--- src/rtl/ysyx_22050854_cpu_pkg.sv ---
// Shared definitions for the NPC integer datapath.
//
// Contents:
//   XLEN_DEF / NREG_DEF : default register width and architectural register count
//   REG_ZERO            : index of the hardwired-zero register
//   addr_width()        : register address width for a given register count
//
// Configuration macro consumed by the register file:
//   YSYX_22050854_RF_BYPASS_EN (same-cycle write-to-read forwarding)
package ysyx_22050854_cpu_pkg;

    localparam int XLEN_DEF = 64;
    localparam int NREG_DEF = 32;
    localparam int REG_ZERO = 0;

    // At least one address bit, even for the degenerate two-register file.
    function automatic int addr_width(input int nreg);
        return (nreg <= 2) ? 1 : $clog2(nreg);
    endfunction

endpackage

--- src/rtl/ysyx_22050854_rf_scoreboard.sv ---
// Busy-bit scoreboard: one "result pending" bit per architectural register.
//
// Ports:
//   clk, rst           : clock, synchronous active-high reset
//   iss_valid, iss_rd  : an instruction with destination iss_rd issued this cycle
//   flush              : clear every busy bit
//   wen0/waddr0        : EXU writeback (clears the bit of its destination)
//   wen1/waddr1        : LSU writeback (clears the bit of its destination)
//   raddr              : packed read addresses, port i at [i*AW +: AW]
//   busy_lookup        : per-port busy bit of the addressed register (registered bits)
//   any_busy           : OR of all busy bits
//
// iss_valid is a one-sided valid: there is no ready, the bit is set on every
// posedge where iss_valid is high. Stalling is the IDU's job, driven by busy_lookup.
//
// Same-edge priority: rst > issue set > flush / writeback clear.
module ysyx_22050854_rf_scoreboard
    import ysyx_22050854_cpu_pkg::*;
#(
    parameter int NREG = NREG_DEF,
    parameter int NRD  = 2,
    parameter int AW   = addr_width(NREG)
) (
    input  logic              clk,
    input  logic              rst,
    input  logic              iss_valid,
    input  logic [AW-1:0]     iss_rd,
    input  logic              flush,
    input  logic              wen0,
    input  logic [AW-1:0]     waddr0,
    input  logic              wen1,
    input  logic [AW-1:0]     waddr1,
    input  logic [NRD*AW-1:0] raddr,
    output logic [NRD-1:0]    busy_lookup,
    output logic              any_busy
);

    logic [NREG-1:0] busy_q;
    logic [NREG-1:0] busy_nxt;

    always_comb begin
        busy_nxt = busy_q;
        if (flush) begin
            busy_nxt = '0;
        end else begin
            if (wen0) busy_nxt[waddr0] = 1'b0;
            if (wen1) busy_nxt[waddr1] = 1'b0;
        end
        // Applied last: a younger producer issued this cycle stays outstanding
        // even when an older writeback or a flush hits the same register.
        if (iss_valid) busy_nxt[iss_rd] = 1'b1;
        busy_nxt[REG_ZERO] = 1'b0;
    end

    always_ff @(posedge clk) begin
        if (rst) busy_q <= '0;
        else     busy_q <= busy_nxt;
    end

    for (genvar i = 0; i < NRD; i++) begin : g_lookup
        assign busy_lookup[i] = busy_q[raddr[i*AW +: AW]];
    end

    assign any_busy = |busy_q;

endmodule

--- src/rtl/ysyx_22050854_regfile_sb.sv ---
// Integer register file with integrated busy-bit scoreboard.
//
// Parameters: XLEN (register width), NREG (register count, power of two),
//             NRD (read ports); AW is derived from NREG.
// Ports:
//   clk, rst              : clock, synchronous active-high reset (clears regs and busy bits)
//   wen0/waddr0/wdata0    : EXU writeback port
//   wen1/waddr1/wdata1    : LSU writeback port, wins over port 0 on the same address
//   raddr / rdata         : packed combinational read ports
//   rbusy                 : per-read-port operand-pending flag
//   iss_valid / iss_rd    : destination of an issued instruction (marks it busy)
//   flush                 : clear all busy bits
//   any_busy              : OR of all busy bits
//
// Macro YSYX_22050854_RF_BYPASS_EN: forward same-cycle writes onto rdata and
// drop rbusy for that port; undefined, reads see registered state only.
module ysyx_22050854_regfile_sb
    import ysyx_22050854_cpu_pkg::*;
#(
    parameter  int XLEN = XLEN_DEF,
    parameter  int NREG = NREG_DEF,
    parameter  int NRD  = 2,
    localparam int AW   = addr_width(NREG)
) (
    input  logic                clk,
    input  logic                rst,
    input  logic                wen0,
    input  logic [AW-1:0]       waddr0,
    input  logic [XLEN-1:0]     wdata0,
    input  logic                wen1,
    input  logic [AW-1:0]       waddr1,
    input  logic [XLEN-1:0]     wdata1,
    input  logic [NRD*AW-1:0]   raddr,
    output logic [NRD*XLEN-1:0] rdata,
    output logic [NRD-1:0]      rbusy,
    input  logic                iss_valid,
    input  logic [AW-1:0]       iss_rd,
    input  logic                flush,
    output logic                any_busy
);

    localparam logic [AW-1:0] ZERO_ADDR = AW'(REG_ZERO);

    logic [XLEN-1:0] rf [NREG];
    logic [NRD-1:0]  sb_busy;
    logic            sb_any;

    // Port 1 is written second so it wins an address collision.
    always_ff @(posedge clk) begin
        if (rst) begin
            for (int i = 0; i < NREG; i++) rf[i] <= '0;
        end else begin
            if (wen0 && waddr0 != ZERO_ADDR) rf[waddr0] <= wdata0;
            if (wen1 && waddr1 != ZERO_ADDR) rf[waddr1] <= wdata1;
        end
    end

    ysyx_22050854_rf_scoreboard #(
        .NREG (NREG),
        .NRD  (NRD),
        .AW   (AW)
    ) u_sb (
        .clk         (clk),
        .rst         (rst),
        .iss_valid   (iss_valid),
        .iss_rd      (iss_rd),
        .flush       (flush),
        .wen0        (wen0),
        .waddr0      (waddr0),
        .wen1        (wen1),
        .waddr1      (waddr1),
        .raddr       (raddr),
        .busy_lookup (sb_busy),
        .any_busy    (sb_any)
    );

    // Outputs read as cleared while rst is held, not only after the edge.
    assign any_busy = sb_any & ~rst;

    for (genvar i = 0; i < NRD; i++) begin : g_rd
        logic [AW-1:0]   ra;
        logic            ra_nz;
        logic            hit0;
        logic            hit1;
        logic [XLEN-1:0] rd_val;

        assign ra    = raddr[i*AW +: AW];
        assign ra_nz = (ra != ZERO_ADDR);

`ifdef YSYX_22050854_RF_BYPASS_EN
        assign hit1 = wen1 && (waddr1 == ra) && ra_nz;
        assign hit0 = wen0 && (waddr0 == ra) && ra_nz;
`else
        assign hit1 = 1'b0;
        assign hit0 = 1'b0;
`endif

        // Forwarding applies even under rst: the write is seen, just not stored.
        always_comb begin
            rd_val = '0;
            if (hit1)                rd_val = wdata1;
            else if (hit0)           rd_val = wdata0;
            else if (ra_nz && !rst)  rd_val = rf[ra];
        end

        assign rdata[i*XLEN +: XLEN] = rd_val;
        assign rbusy[i] = sb_busy[i] & ~hit0 & ~hit1 & ~rst;
    end

endmodule

--- config.mk ---
export PLATFORM = sky130hd
export DESIGN_NAME = ysyx_22050854_regfile_sb
export DESIGN_NICKNAME = d
export VERILOG_FILES = /design/src/rtl/ysyx_22050854_cpu_pkg.sv /design/src/rtl/ysyx_22050854_rf_scoreboard.sv /design/src/rtl/ysyx_22050854_regfile_sb.sv
export SDC_FILE = /design/constraint.sdc
export NUM_CORES = 2
export LEC_CHECK = 0
export CORE_UTILIZATION = 45
export DETAILED_ROUTE_END_ITERATION = 10
export DONT_BUFFER_PORTS = 1
export GPL_TIMING_DRIVEN = 1
export PLACE_DENSITY = 0.59
export RECOVER_POWER = 100
export SKIP_CTS_REPAIR_TIMING = 1
export SLEW_MARGIN = 20
export SYNTH_ARGS = -nofsm -noshare
export SYNTH_HDL_FRONTEND = slang
export SYNTH_SLANG_ARGS = --single-unit
--- constraint.sdc ---
create_clock -name clk -period 3.3 [get_ports clk]
set_input_delay 0.495 -clock clk [delete_from_list [all_inputs] [get_ports clk]]
set_output_delay 0.495 -clock clk [all_outputs]
set_load 0.005 [all_outputs]
; ---- Yosys cells after proc, flatten, opt, wreduce, memory -nomap -nowiden
; Memories as Yosys holds them, arrays and structs flattened.
; Cells that the tools add are included.
; W data, S select, Z words.
[word_totals]
in_bits = 159
word_cells = 66
memories = 1
out_inout_bits = 131
regBits = 32
ramBits = 2048
[mem_list]
columns = name, depth, width, read_ports, rd_ports_with_merged_regs, wr, line
row1 = rf, 32, 64, 2, 0, 32, ysyx_22050854_regfile_sb.sv:44  ; logic [XLEN-1:0] rf [NREG];
[classes]
magnitude_cmp = 8
muxes = 31
reduce_logical = 15
bitwise_logic = 9
[ops]
columns = cell, count
row1 = $mux W64, 4
row2 = $mux W32, 5
row3 = $reduce_or A64 Y1, 2
row4 = $and A32 B32 Y32, 2
row5 = $not A32 Y32, 2
row6 = $or A32 B32 Y32, 1
row7 = $reduce_or A32 Y1, 1
row8 = $lt A5 B6 Y1 const B, 5
row9 = $reduce_bool A5 Y1, 4
row10 = $demux W1 S5, 3
row11 = $ge A5 B1 Y1 const B, 3
row12 = $mux W1, 15
row13 = $bmux W1 S5, 2
row14 = $mux W5, 2
row15 = $logic_and A1 B1 Y1, 7
row16 = $and A1 B1 Y1, 3
row17 = $logic_not A1 Y1, 1
row18 = $not A1 Y1, 1

; ---- Logic depth before layout (Yosys ltp)
[depth]
ltp_word = 13
mapped_depth = 7
depth_no_buf = 4

; ---- By module
; A second synthesis with hierarchy kept.
[unflattened]
hier_cells = 7976
hier_area_um2 = 116989.7
[modules_own_cells]
columns = module, n_inst, cells_per_inst, area_per_inst_um2, seq_area_each_um2
row1 = ysyx_22050854_regfile_sb, 1, 7717, 114758.8, 61499.0
row2 = ysyx_22050854_rf_scoreboard, 1, 259, 2230.9, 620.6

; ---- Worst setup path after synthesis
; No wires, ideal clock.
[synth_timing]
kind = input port to flip-flop
start = in rst
end = mem rf[16][0] (netlist bit) (enable)
arrival_time_ps = 3079
cell_stages = 5
required_time_ps = 2875
slack_ps = -204
setup_ps = 425
n_path_buf = 2
cell_sequence = or4b_1 buf_6 nor3_4 buf_2 or3_1
[synth_lines]
columns = item, line
row1 = from (decl), ysyx_22050854_regfile_sb.sv:26  ; input logic rst,
row2 = to (decl), ysyx_22050854_regfile_sb.sv:44

; ---- Final worst setup path
[layout_timing]
start = in raddr[8]
end = out rdata[67]
[layout_between]
elab_chain_len = 3
elab_cells_between_ends = 4
cone_classes = mux (1) / reduce/logical (2) / memory (1)
[layout_lines]
columns = item, line
row1 = from (decl), ysyx_22050854_regfile_sb.sv:33  ; input logic [NRD*AW-1:0] raddr,
row2 = branches (longest 2 deep; another with $mem_v2 Z32 W64), n/a
row3 = $mux W64 *, ysyx_22050854_regfile_sb.sv:103  ; else if (ra_nz && !rst) rd_val = rf[ra];
row4 = to (decl), ysyx_22050854_regfile_sb.sv:34  ; output logic [NRD*XLEN-1:0] rdata,
; Mark *: on every way between the ends.

==> impl_results.md <==
- Clk pin slew, worst setup/hold paths: 0.06 ns
- Worst Path Arrival: 3.47 ns
- Io pins: just under 300
- Number of synthesized flops with an enable pin: 2,048
- Final Hold Fails: 6
- # fillers: 20,800
- WL final: a little over 500,000 um
- Register area: 62,100 sq um
- Nets: 7,502
- Asr flop ratio synth: 0%
- Worst-Margin Slew: 3.00 ns
- CTS tree: done
- Rows: 187
- Share of the synthesized area in the top cell type: 52.3%
- Clock Latency Late Sink: around 0.95 ns
- Avg Vias per Cell: ~8.0
- DR WL/cell: 46.4 um
- Die W: 513 um
- Final Cell Area: 135,000 sq um
- Slew margin rel.: -100%
- Initial core utilization: about 45%
- Number of port buffers: 0
- Unrepaired setup endpoints after global routing: yes
- Crit path cell chain: mux2i_1 -> o22a_1 -> o221ai_2 -> buf_4
- Die area: 264,000 sq um
- Maximum vdd drop: 0.645 mV
- # H-tree levels: 4
- Drt drc: 0
- Status: finished, violations left
- GPL Wtd Cong: 0.857
- Core Box Area: 260,000 sq um
- Total CTS buffers: 229
- Clock sinks: a little over 2,000
- Cell area after synthesis: between 100,000 and 150,000 sq um
- Bufs and invs on worst path: 1
- First-pass GRT wire length: around 660,000 um
- Largest area contributor in the netlist: edfxtp_1
- Hold WC Path Type: input pin to flip-flop
- Setup violations, final: between 300 and 400
- Hold slack: -0.0154 ns
- Synth cell types: between 50 and 60
- Ratio of cells with drive above 1 in the final layout: 25.7%
- Register area share after synthesis: between 50% and 60%
- CTS max path bufs: 3
- Synth warn: 0
- Leak pwr: 46.4 nW
- Largest net degree at the start of global routing: 523
- Max cap viols: 68
- Max stage delay on crit path: 1.06 ns
- First drt pass iteration count: 8
- Multi-input logic area: 50,900 sq um
- Fmax: 0.252 GHz
- Final Cycle Share: 120%
- Final Util: 51.9%
- Final slew viol count: 2,913
- GRT Residual Overflow: 0
- Mapped Cells: approximately 7,400
- Seq cells post-synth: 2,079
- Initial antenna violation count: 33
- WP data required: 2.80 ns
- Post-DP Area: 123,000 sq um
- Most common cell in the netlist: edfxtp_1
- Routed vias: slightly below 90,000
- Slowest CP cell: mux2i_1
- Pwr/cell area: 485 nW/um^2
- Minimum clock period: a little under 4 ns
- Gr usage total: a little over a third
- Crit start category: input pin
- Syn Area/Cell: roughly 16 sq um
- Antenna viol nets, final: 0
- Crit. End Element: output port
- Setup WS post-layout: -0.663 ns
- Vias in the first global route: 81,600
- Leading register cell type out of synthesis: edfxtp_1
- Post-DP HPWL: 256,000 um
- CP max FO: 264
- Clock Tree Root: clkbuf_16
- Pre-CTS setup slack: -1.65 ns
- Crit Path Class: input pin to output port
- Synth top area cells: edfxtp_1 52%, mux4_2 20%, a22o_1 15%
- Die Y-Extent: slightly above 500 um
- Failing checks: hold timing, capacitance limit, slew limit, setup timing
- Crit path max-delay family: multiplexers
- Max Clock Skew: 0 ns
- Synth top cells by count: 2,048 x edfxtp_1, 1,984 x a22o_1, 1,038 x mux4_2
- Initial drt markers: 15,200
- Syn-to-layout area delta: 14.5%
-- worst reg2reg max path, delay by kind of cell (launching register included) --
| family | cells | cell delay (ns) |
|---|---|---|
| buffers and inverters | 1 | 0.65 |
| AO/OA/AOI/OAI | 1 | 0.23 |
| flip-flops | 1 | 0.34 |
| AND/OR/NAND/NOR | 1 | 0.06 |
-- cells by family after synthesis --
kind of cell | count (synthesis) | synth area share [%]
buf+inv | 1184 | 4.25
simple gates | 233 | 1.43
mux | 1552 | 24.2
compound gates | 2328 | 17.3
other cells | 1 | 0.00319
flops | 2079 | 52.8
-- per-stage QoR --
stage / hold slack [ns] / TNS (ns) / instances / power [W]
finish: -0.0154 / -57.14 / 11000 / 0.0653
global route: 0.000667 / -1.95 / 10900 / 0.0665
CTS: -0.431 / -105.80 / 10400 / 0.0633
detailed placement: 0.531 / -105.88 / 10000 / 0.0386
global placement: 0.516 / -126.55 / 10000 / 0.0384
floorplan: 0.466 / 0 / 7440 / 0.0369
-- path summary, 6_finish.rpt --
check / startpoint / slack (ns) / cells after the start / end
worst min-delay path: iss_rd[1] / -0.02 / 4 / u_sb.busy_q[4]
worst min register to register: u_sb.busy_q[1] / 0.56 / 2 / u_sb.busy_q[1]
worst max-delay path: raddr[8] / -0.66 / 4 / rdata[67]
worst max register to register: u_sb.busy_q[27] / 1.91 / 3 / u_sb.busy_q[27]
-- layer usage --
layer,vias up,part of all wire [%],GRT usage [%]
met4,20,4.8,14.5
met5,-,0.028,0.110
met3,1533,16,14.6
li1,31900,-,-
met1,45600,36,48.8
met2,8439,42,51.8
-- where the power goes --
group | internal [W] | switching [W]
Clock | 0.0138 | 0.0114
Sequential | 0.0306 | 0.000796
Combinational | 0.00389 | 0.00469
-- sequential cells by signal (all words and copies together) (netlist names) --
name	flops
u_sb.busy_q	31
rf	2048
-- area by class of cell --
class,instances,area share (%)
diodes,22,0.0409
clock buffers,277,4.44
clock inverters,141,0.917
inverters,2,0.00557
multi-input cells,4177,37.7
flip-flops and latches,2079,46.1
well taps,3402,3.16
repair buffers,854,7.59
-- placed cells by master, fill, tap and decap left out, types with 10 or more instances in the layout --
| cell | instances |
|---|---|
| a22o_1 | 1984 |
| a22oi_1 | 31 |
| a32oi_1 | 31 |
| and3b_1 | 15 |
| buf_12 | 199 |
| buf_16 | 20 |
| buf_4 | 142 |
| bufinv_16 | 12 |
| clkbuf_1 | 90 |
| clkbuf_16 | 267 |
| clkbuf_2 | 100 |
| clkbuf_4 | 17 |
| clkinv_1 | 62 |
| clkinv_16 | 10 |
| clkinv_2 | 44 |
| conb_1 | 64 |
| dfxtp_1 | 31 |
| diode_2 | 22 |
| dlygate4sd3_1 | 285 |
| edfxtp_1 | 2048 |
| mux2i_1 | 512 |
| mux4_2 | 1038 |
| nor2_1 | 60 |
| nor2_4 | 14 |
| nor3_1 | 32 |
| nor3_4 | 11 |
| nor3b_1 | 14 |
| o221ai_1 | 120 |
| o22a_1 | 126 |
| or3_1 | 14 |
Power figures use the tool's default switching activity.
